$ cat src/rtl/any1_inst_align.sv
// -----------------------------------------------------------------------------
// any1_inst_align
//
// Instruction-align stage between L1 fetch and decode. It takes one 512-bit
// cache line with its fetch ip and branch prediction. It then emits the line's
// 64-bit instructions one per cycle, starting at the fetch slot. Emission stops
// after slot 7 or after a predicted-taken branch. Each instruction is tagged
// with its ip, predicted next ip, stream id and a wrapping rob id (rid).
//
// Optional build macro:
//   ANY1_ALIGN_NOP_SKIP_EN - when defined, NOP slots (opcode 0x3F) are
//                            stepped over internally, one slot per cycle,
//                            with out_valid_o low and no rid increment.
//
// Ports:
//   clk_i, rst_i           clock, synchronous active-high reset
//   flush_i                redirect; drops the line in progress
//   in_valid_i/in_ready_o  line handshake
//   in_line_i              cache line (8 x 64-bit instructions)
//   in_ip_i                fetch ip (bits [2:0] zero)
//   in_pip_i, in_pt_i      predicted target / predict-taken for the line
//   in_stream_i            stream id
//   out_valid_o/out_ready_i instruction handshake
//   out_ir_o               instruction word
//   out_ip_o, out_pip_o    instruction ip / predicted next ip
//   out_pt_o               predict-taken (only on the terminating instruction)
//   out_stream_o, out_rid_o stream id / rob id
//
// The opcode is taken as ir[7:0].
// -----------------------------------------------------------------------------
module any1_inst_align #(
  parameter int AWID  = 32,
  parameter int LINEW = 512,
  parameter int RIDW  = 6
) (
  input  logic             clk_i,
  input  logic             rst_i,
  input  logic             flush_i,
  input  logic             in_valid_i,
  output logic             in_ready_o,
  input  logic [LINEW-1:0] in_line_i,
  input  logic [AWID-1:0]  in_ip_i,
  input  logic [AWID-1:0]  in_pip_i,
  input  logic             in_pt_i,
  input  logic [5:0]       in_stream_i,
  output logic             out_valid_o,
  input  logic             out_ready_i,
  output logic [63:0]      out_ir_o,
  output logic [AWID-1:0]  out_ip_o,
  output logic [AWID-1:0]  out_pip_o,
  output logic             out_pt_o,
  output logic [5:0]       out_stream_o,
  output logic [RIDW-1:0]  out_rid_o
);

  localparam int BW = AWID - 6;

  typedef enum logic {IDLE, EMIT} state_t;

  state_t            state_q, state_d;
  logic [LINEW-1:0]  line_q, line_d;
  logic [BW-1:0]     base_q, base_d;
  logic [2:0]        slot_q, slot_d;
  logic [AWID-1:0]   pip_q, pip_d;
  logic              pt_q, pt_d;
  logic [5:0]        stream_q, stream_d;
  logic [RIDW-1:0]   rid_q, rid_d;

  logic [63:0]       ir_cur;
  logic [7:0]        op;
  logic              is_br, is_last, skip, emit, fire, accept;
  logic [AWID-1:0]   cur_ip, ip_p8;

  // Low ip bits are always zero and carry no information.
  logic unused_ip_lo;
  assign unused_ip_lo = ^in_ip_i[2:0];

  assign ir_cur = line_q[{slot_q, 6'd0} +: 64];
  assign op     = ir_cur[7:0];
  // Branch opcodes: 0x40 and 0x48..0x4F.
  assign is_br  = (op == 8'h40) || (op[7:3] == 5'b01001);
  assign is_last = (slot_q == 3'd7) || (pt_q && is_br);

`ifdef ANY1_ALIGN_NOP_SKIP_EN
  assign skip = (op == 8'h3F);
`else
  assign skip = 1'b0;
`endif

  assign emit   = (state_q == EMIT);
  assign cur_ip = {base_q, slot_q, 3'b000};
  assign ip_p8  = cur_ip + AWID'(8);

  // Handshake: in_ready depends combinationally on out_ready (zero-bubble
  // reload on the last transfer) but never on in_valid.
  assign out_valid_o = emit && !skip;
  assign fire        = out_valid_o && out_ready_i;
  assign in_ready_o  = !flush_i && (!emit || (fire && is_last));
  assign accept      = in_valid_i && in_ready_o;

  // State register
  always_ff @(posedge clk_i) begin
    if (rst_i) begin
      state_q  <= IDLE;
      line_q   <= '0;
      base_q   <= '0;
      slot_q   <= '0;
      pip_q    <= '0;
      pt_q     <= 1'b0;
      stream_q <= '0;
      rid_q    <= '0;
    end else begin
      state_q  <= state_d;
      line_q   <= line_d;
      base_q   <= base_d;
      slot_q   <= slot_d;
      pip_q    <= pip_d;
      pt_q     <= pt_d;
      stream_q <= stream_d;
      rid_q    <= rid_d;
    end
  end

  // Next-state logic
  always_comb begin
    state_d  = state_q;
    line_d   = line_q;
    base_d   = base_q;
    slot_d   = slot_q;
    pip_d    = pip_q;
    pt_d     = pt_q;
    stream_d = stream_q;
    // A transfer on a flush cycle still consumes a rid.
    rid_d    = fire ? rid_q + RIDW'(1) : rid_q;
    if (flush_i) begin
      state_d = IDLE;
    end else if (accept) begin
      state_d  = EMIT;
      line_d   = in_line_i;
      base_d   = in_ip_i[AWID-1:6];
      slot_d   = in_ip_i[5:3];
      pip_d    = in_pip_i;
      pt_d     = in_pt_i;
      stream_d = in_stream_i;
    end else if (emit) begin
      if (fire) begin
        if (is_last) state_d = IDLE;
        else         slot_d  = slot_q + 3'd1;
      end else if (skip) begin
        if (slot_q == 3'd7) state_d = IDLE;
        else                slot_d  = slot_q + 3'd1;
      end
    end
  end

  // Output logic: data fields are zero whenever nothing is presented.
  always_comb begin
    out_ir_o     = '0;
    out_ip_o     = '0;
    out_pip_o    = '0;
    out_pt_o     = 1'b0;
    out_stream_o = '0;
    out_rid_o    = '0;
    if (out_valid_o) begin
      out_ir_o     = ir_cur;
      out_ip_o     = cur_ip;
      out_stream_o = stream_q;
      out_rid_o    = rid_q;
      out_pt_o     = is_last && pt_q;
      out_pip_o    = (is_last && pt_q) ? pip_q : ip_p8;
    end
  end

endmodule
$ cat config.mk
export PLATFORM = sky130hd
export DESIGN_NAME = any1_inst_align
export DESIGN_NICKNAME = d
export VERILOG_FILES = /design/src/rtl/any1_inst_align.sv
export SDC_FILE = /design/constraint.sdc
export NUM_CORES = 1
export LEC_CHECK = 0
export BUFFER_PORTS_ARGS = -buffer_cell sky130_fd_sc_hd__buf_2
export CORE_AREA = 2 2 286 288
export DETAILED_ROUTE_END_ITERATION = 6
export DIE_AREA = 0 0 288 290
export SLEW_MARGIN = 0
export SYNTH_ARGS = -nofsm -noshare
export SYNTH_HDL_FRONTEND = slang
export SYNTH_SLANG_ARGS = --single-unit
$ cat constraint.sdc
create_clock -name clk_i -period 3.3 [get_ports clk_i]
set_input_delay 0.33 -clock clk_i [delete_from_list [all_inputs] [get_ports clk_i]]
set_output_delay 0.33 -clock clk_i [all_outputs]
set_load 0.05 [all_outputs]
==> results of run 1 <==
-- layer usage --
layer | track usage (%) | up-vias
met5 | 0 | -
met1 | 32.0 | 13300
li1 | - | 11900
met3 | 7.74 | 259
met2 | 41.8 | 1045
met4 | 11.1 | 70
-- critical path, delay by kind of cell (launching register included) --
| kind | cells | cell delay (ns) |
|---|---|---|
| flip-flops | 1 | 0.40 |
| AND/OR/NAND/NOR | 1 | 0.29 |
| multiplexers | 2 | 0.83 |
| AO/OA/AOI/OAI | 2 | 0.42 |
| buffers and inverters | 6 | 0.83 |
-- through the flow --
step	hold WS (ns)	setup WS (ns)	setup TNS (ns)
3_3_place_gp	0.451	-0.120	-15.69
2_1_floorplan	0.409	-0.186	-1.80
5_1_grt	0.0409	-0.499	-95.41
4_1_cts	0.0180	-0.526	-117.27
3_5_place_dp	0.458	-0.132	-14.68
6_report	0.0648	-0.422	-60.40
-- sequential cells by signal, indices dropped and copies added (netlist names) --
name and count:
line_q 512, pip_q 32, base_q 26, rid_q 6, stream_q 6, slot_q 3
out_valid_o 1, pt_q 1
-- cell families (layout without fill, tap and decap cells) --
| logic type | Yosys count | count (layout) |
|---|---|---|
| buf+inv | 393 | 1073 |
| mux | 201 | 201 |
| other cells | 1 | 47 |
| fa+ha+maj | 3 | 3 |
| xor+xnor | 32 | 32 |
| compound gates | 619 | 620 |
| simple gates | 793 | 793 |
| flops | 587 | 587 |
-- worst max-delay path by stage --
stage	from	endpoint	depth (start not counted)
final	slot_q[0]$_SDFFE_PP0P_	out_pip_o[11]	11
after global routing	slot_q[0]$_SDFFE_PP0P_	out_pip_o[11]	11
after CTS	slot_q[0]$_SDFFE_PP0P_	out_pip_o[7]	10
after detailed placement	slot_q[0]$_SDFFE_PP0P_	line_q[509]$_SDFFE_PP0P_	12
after global placement	slot_q[0]$_SDFFE_PP0P_	base_q[7]$_SDFFE_PP0P_	12
after floorplan	slot_q[0]$_SDFFE_PP0P_	out_pip_o[14]	10
-- timing repair --
action | CTS | global route
setup endpoints to repair | 523 | 615
hold buffers | 2 | 0
hold endpoints to repair | 1 | 0
pin swaps | 16 | 12
resized for setup | 167 | 33
setup buffers | 14 | 7
gates cloned | 18 | 13
-- cell usage in the layout, fill, tap and decap left out, types with 44 or more instances in the layout --
master	Yosys	layout
and2_1	53	50
buf_2	43	689
a31o_2	380	380
buf_4	15	133
a31o_1	197	197
clkbuf_16	0	81
dfxtp_1	587	583
nor4b_1	577	555
diode_2	0	44
mux2i_1	66	59
mux4_2	128	128
-- area by class of cell --
cell class / instances / share of cell area (%)
multi-input cells: 1652 / 42.0
inverters: 3 / 0.0487
clock inverters: 15 / 0.597
well taps: 1060 / 3.44
repair buffers: 951 / 17.9
clock buffers: 104 / 5.26
flip-flops and latches: 587 / 30.5
diodes: 44 / 0.285
-- where the power goes --
| group | switching, mW | internal [mW] |
|---|---|---|
| Clock | 3.24 | 4.38 |
| Combinational | 1.43 | 1.36 |
| Sequential | 0.236 | 7.44 |
==> metrics.csv, run 1 <==
metric;value;unit
tightest_slew;0.921;ns
yosys_register_bits;587;
synth.most_common_cell;dfxtp_1;
synth-xor-area-share;0.962;%
synth_area_leaders;dfxtp_1, nor4b_1, a31o_2;
wl_met1;45400;um
yosys-top-cells-count;dfxtp_1, nor4b_1, a31o_2, clkbuf_1, a31o_1;
synth_fa_ha_area_share;0.129;%
wl_met3;9810;um
clk_latency;0.63;ns
hp-class;input port to register;
worstHoldPathCells;3;
dpl.hpwl;75800;um
finish.utilization;48.1;%
layout_min_cycle_time;3.72;ns
reg2regPathDepth;13;
hp-start;in_ip_i[4];
finalCritPeriodShare;113;%
synth-edff-count;0;
vias;26500;
synth.mux.area_fraction;12.4;%
gp_congestion;0.894;
async_reset_ff_share;0;%
syn_area;29100;um2
dpl_cell_area;34400;um2
violations;negative setup slack;
multi_input_area;16200;um2
grt_usage;25.9;%
rsz0062_at_grt;yes;
pin_count;731;
fin_ws;-0.422;ns
die_y;290;um
whs_endpoint;slot_q[1]$_SDFFE_PP0P_;
worst_ep_required_time;2.97;ns
grt_max_degree;177;
place_inst;4202;
status;finished, violations left;
finalHoldViolations;0;
die_w;288;um
htreeDepth;3;
area.sequential;11800;um2
grt_antenna_before_repair;75;
met2_length;54500;um
cp_cell_sequence;buf_12, mux4_2, mux2_4, nor4b_4, buf_6, buf_6, a21oi_4, buf_6, buf_6, o311a_1, buf_6;
io_buffers;724;
initial_utilization;36.3;%
worstSetupStartpointType;register;
synth_top_family_by_area;simple AND/OR/NAND/NOR gates;
crit_path_max_fanout;6;
synth_top_area_share;40.4;%
relSlewSlack;38.6;%
cap_violations;0;
r2r_setup_slack;-0.18;ns
nets;3854;
setup_viol;581;
grt_pass1_wl;166000;um
wl;114000;um
num_rows;104;
cts_buffers;68;
final_cells;4416;
cts_tree;yes;
grt_pass1_vias;25900;
yosysTopAreaCell;dfxtp_1;
overflow;0;
r2r-end;line_q[35]$_SDFFE_PP0P_;
finalPower;18.1;mW
area_growth;32.4;%
drive_gt1_share;50.5;%
ys_types;43;
clock_skew;0.0252;ns
viasPerCell;6.01;
yosys_warnings;0;
postRouteAntennaNets;0;
synth_compound_area_share;18.3;%
path_clk_slew;0.05;ns
die-area;83500;um2
synthCells;2629;
cts_sinks;587;
synth_top_flop_cell;dfxtp_1;
critPathArrivalTime;3.39;ns
max_freq;0.269;GHz
yosys.area_share.simple;21.6;%
irDropWorstVdd;0.000354;V
firstDrtPassIters;7;
r2r_start;slot_q[0]$_SDFFE_PP0P_;
endpoint_kind;output port;
drc;0;
syn_avg_cell_area;11.1;um2
leakagePower;14.6;nW
pwr_density_cell;469;nW/um2
critPathMaxStageDelay;0.52;ns
cpMostUsedCell;buf_6;
fillerInstances;7503;
dr.first_iter.drc_count;1973;
ys_seq_area_share;40.4;%
coreArea;80200;um2
clockBufferDepth;3;
wire_per_inst;25.9;um
slew_viol_final;0;
top_layer;met5;
design_area;38600;um2
cp_slowest_cell;mux4_2;
cts_root_buf;clkbuf_16;
worst-setup-path-type;register to output port;
(Power assumes the default switching activity.)
==> inputs of run 2 (changes only) <==
==> constraint.sdc (replaced) <==
create_clock -name clk_i -period 3.3 [get_ports clk_i]
set_input_delay 0.33 -clock clk_i [delete_from_list [all_inputs] [get_ports clk_i]]
set_output_delay 0.33 -clock clk_i [all_outputs]
set_load 0.01 [all_outputs]
==> run 2 against run 1 <==
- the run still ends with negative setup slack left
- register-to-register slack got worse by 0.02 ns
- global-route usage increased by 0.18 points
- die area unchanged
- routed wire length increased by 9.7%
- count of clock-buffer cells in the layout decreased by 2
- critical path type unchanged
==> metrics.csv, run 2 (synthesis results as in run 1) <==
metric;value;unit;change
slew_viol_final;0;;unchanged
top_register;line_q;;
rsz0062_at_grt;yes;;
overflow;0;;unchanged
finalCritPeriodShare;109;%;-3.7 points
worst_ep_required_time;2.97;ns;about the same
setup_viol;573;;-1.4%
grt_antenna_before_repair;60;;-20%
r2r-end;line_q[206]$_SDFFE_PP0P_;;
met3_usage;6.55;%;-1.2 points
tightest_slew;1.18;ns;+0.263 ns
hp-class;input port to register;;
num_rows;104;;unchanged
worst-setup-path-type;register to output port;;
met2_usage;42.8;%;+1.0 points
firstDrtPassIters;7;;unchanged
top_usage_layer;met2;;
die-area;83500;um2;unchanged
viasPerCell;6.17;;+2.6%
violations;negative setup slack;;
relSlewSlack;21.1;%;-18 points
max_freq;0.278;GHz;+3.4%
grt_pass1_vias;26100;;+1.1%
worstSetupStartpointType;register;;
whs_endpoint;line_q[351]$_SDFFE_PP0P_;;
htreeDepth;3;;unchanged
reg2regPathDepth;14;;+1
worstHoldPathCells;3;;unchanged
postRouteAntennaNets;0;;unchanged
r2r_start;slot_q[0]$_SDFFE_PP0P_;;
cts_sinks;587;;unchanged
hp-start;in_line_i[351];;
dpl.hpwl;74200;um;-2.1%
cts_root_buf;clkbuf_16;;
vias;27700;;+4.2%
irDropWorstVdd;0.000377;V;+6.5%
drive_gt1_share;56.7;%;+6.2 points
pwr_density_cell;436;nW/um2;-7.0%
cap_violations;0;;unchanged
wl;125000;um;+9.7%
grt_pass1_wl;168000;um;+1.3%
final_cells;4485;;+1.6%
cts_tree;yes;;
wire_per_inst;28.0;um;+8.0%
nets;3928;;+1.9%
largest_reg_flops;512;;unchanged
dr.first_iter.drc_count;2079;;+5.4%
final_common_cell;buf_2;;
finalHoldViolations;0;;unchanged
path_clk_slew;0.06;ns;about the same
clockBufferDepth;3;;unchanged
io_buffers;724;;unchanged
cts_buffers;69;;+1.5%
critPathArrivalTime;3.27;ns;-0.12 ns
met1_usage;32.2;%;+0.23 points
clock_skew;0.0380;ns;+0.0128 ns
mostFrequentLayoutCells;buf_2, dfxtp_1, nor4b_1;;
coreArea;80200;um2;unchanged
place_inst;4194;;-0.19%
design_area;43800;um2;+13%
drc;0;;unchanged
clk_latency;0.63;ns;about the same
die_w;288;um;unchanged
pin_count;731;;unchanged
area_growth;50.3;%;
die_y;290;um;unchanged
r2r_setup_slack;-0.20;ns;-0.02 ns
grt_max_degree;137;;-23%
crit_path_max_fanout;6;;unchanged
endpoint_kind;output port;;
dpl_cell_area;34200;um2;-0.67%
fin_ws;-0.298;ns;+0.124 ns
initial_utilization;36.3;%;unchanged
grt_usage;26.1;%;+0.18 points
layout_min_cycle_time;3.60;ns;-0.124 ns
leakagePower;16.8;nW;+15%
gp_congestion;0.920;;+2.9%
fillerInstances;6760;;-9.9%
top_regs;line_q (512), pip_q (32), base_q (26);;
status;finished, violations left;;
[run 2: changes by cell type in the layout (fill, tap and decap cells not counted), sizes merged, moves of 2 or more]
cell    delta
inv        -2
bufinv     +3
clkinv     +4
clkbuf    +31
bufbuf     -5
buf       +44
diode      -7
[run 2: critical path, cell delays in order, from the launching register on]
cell and delay [ns]:
dfxtp_4 0.39, buf_12 0.13, mux4_2 0.51, mux2_4 0.31, nor4b_4 0.32, buf_6 0.18
a21oi_4 0.08, nor2_4 0.16, buf_12 0.17, mux2i_1 0.23, buf_2 0.16
[run 2: where the power goes]
part	switching (mW)	total (mW)	leakage (nW)	internal [mW]
combinational	1.66	3.39	10.9	1.73
clock	3.32	8.00	1.16	4.68
sequential	0.265	7.70	4.80	7.44
total	5.25	19.1	16.8	13.8
[run 2: worst max path at each step]
stage                                 from                      end  depth (start not counted)
floorplan           slot_q[0]$_SDFFE_PP0P_            out_pip_o[21]                          9
global placement    slot_q[0]$_SDFFE_PP0P_  line_q[71]$_SDFFE_PP0P_                         11
detailed placement  slot_q[0]$_SDFFE_PP0P_  line_q[71]$_SDFFE_PP0P_                         11
CTS                 slot_q[0]$_SDFFE_PP0P_             out_pip_o[5]                         10
global route        slot_q[0]$_SDFFE_PP0P_            out_pip_o[10]                         10
finish              slot_q[0]$_SDFFE_PP0P_            out_pip_o[19]                         10
[run 2: final cells by class]
type	count	area [um2]	area share, %
flip-flops and latches	587	11800	26.9
inverters	3	18.8	0.0429
repair buffers	1024	8600	19.7
diodes	37	92.6	0.212
clock buffers	102	2050	4.69
clock inverters	20	319	0.729
well taps	1060	1330	3.03
multi-input cells	1652	19600	44.7
[run 2: metrics by stage]
stage	setup TNS (ns)	power [mW]	setup slack [ns]	hold WS, ns	utilization (%)
after floorplan	0	9.24	0.00258	0.409	-
after global placement	-0.0502	10.2	-0.0361	0.450	42.6
after global routing	-87.26	19.7	-0.371	0.0910	54.6
after detailed placement	-0.307	10.2	-0.0969	0.458	42.6
final	-46.79	19.1	-0.298	0.0906	54.6
after CTS	-76.33	18.6	-0.389	0.0284	48.6
[run 2: routing by layer]
metal	part of all wire (%)	vias up
met5	0.30	-
met4	4.9	58
met3	7.5	353
met2	47	1216
met1	40	13900
li1	-	12100
[run 2: what timing repair did]
item                                    in CTS  in global routing
resized for setup                          189                531
endpoints found under the setup margin      95                625
setup buffers                               26                 27
hold endpoints to repair                     2                  0
cloned                                      41                 56
hold buffers                                 3                  0
pin swaps                                  112                235
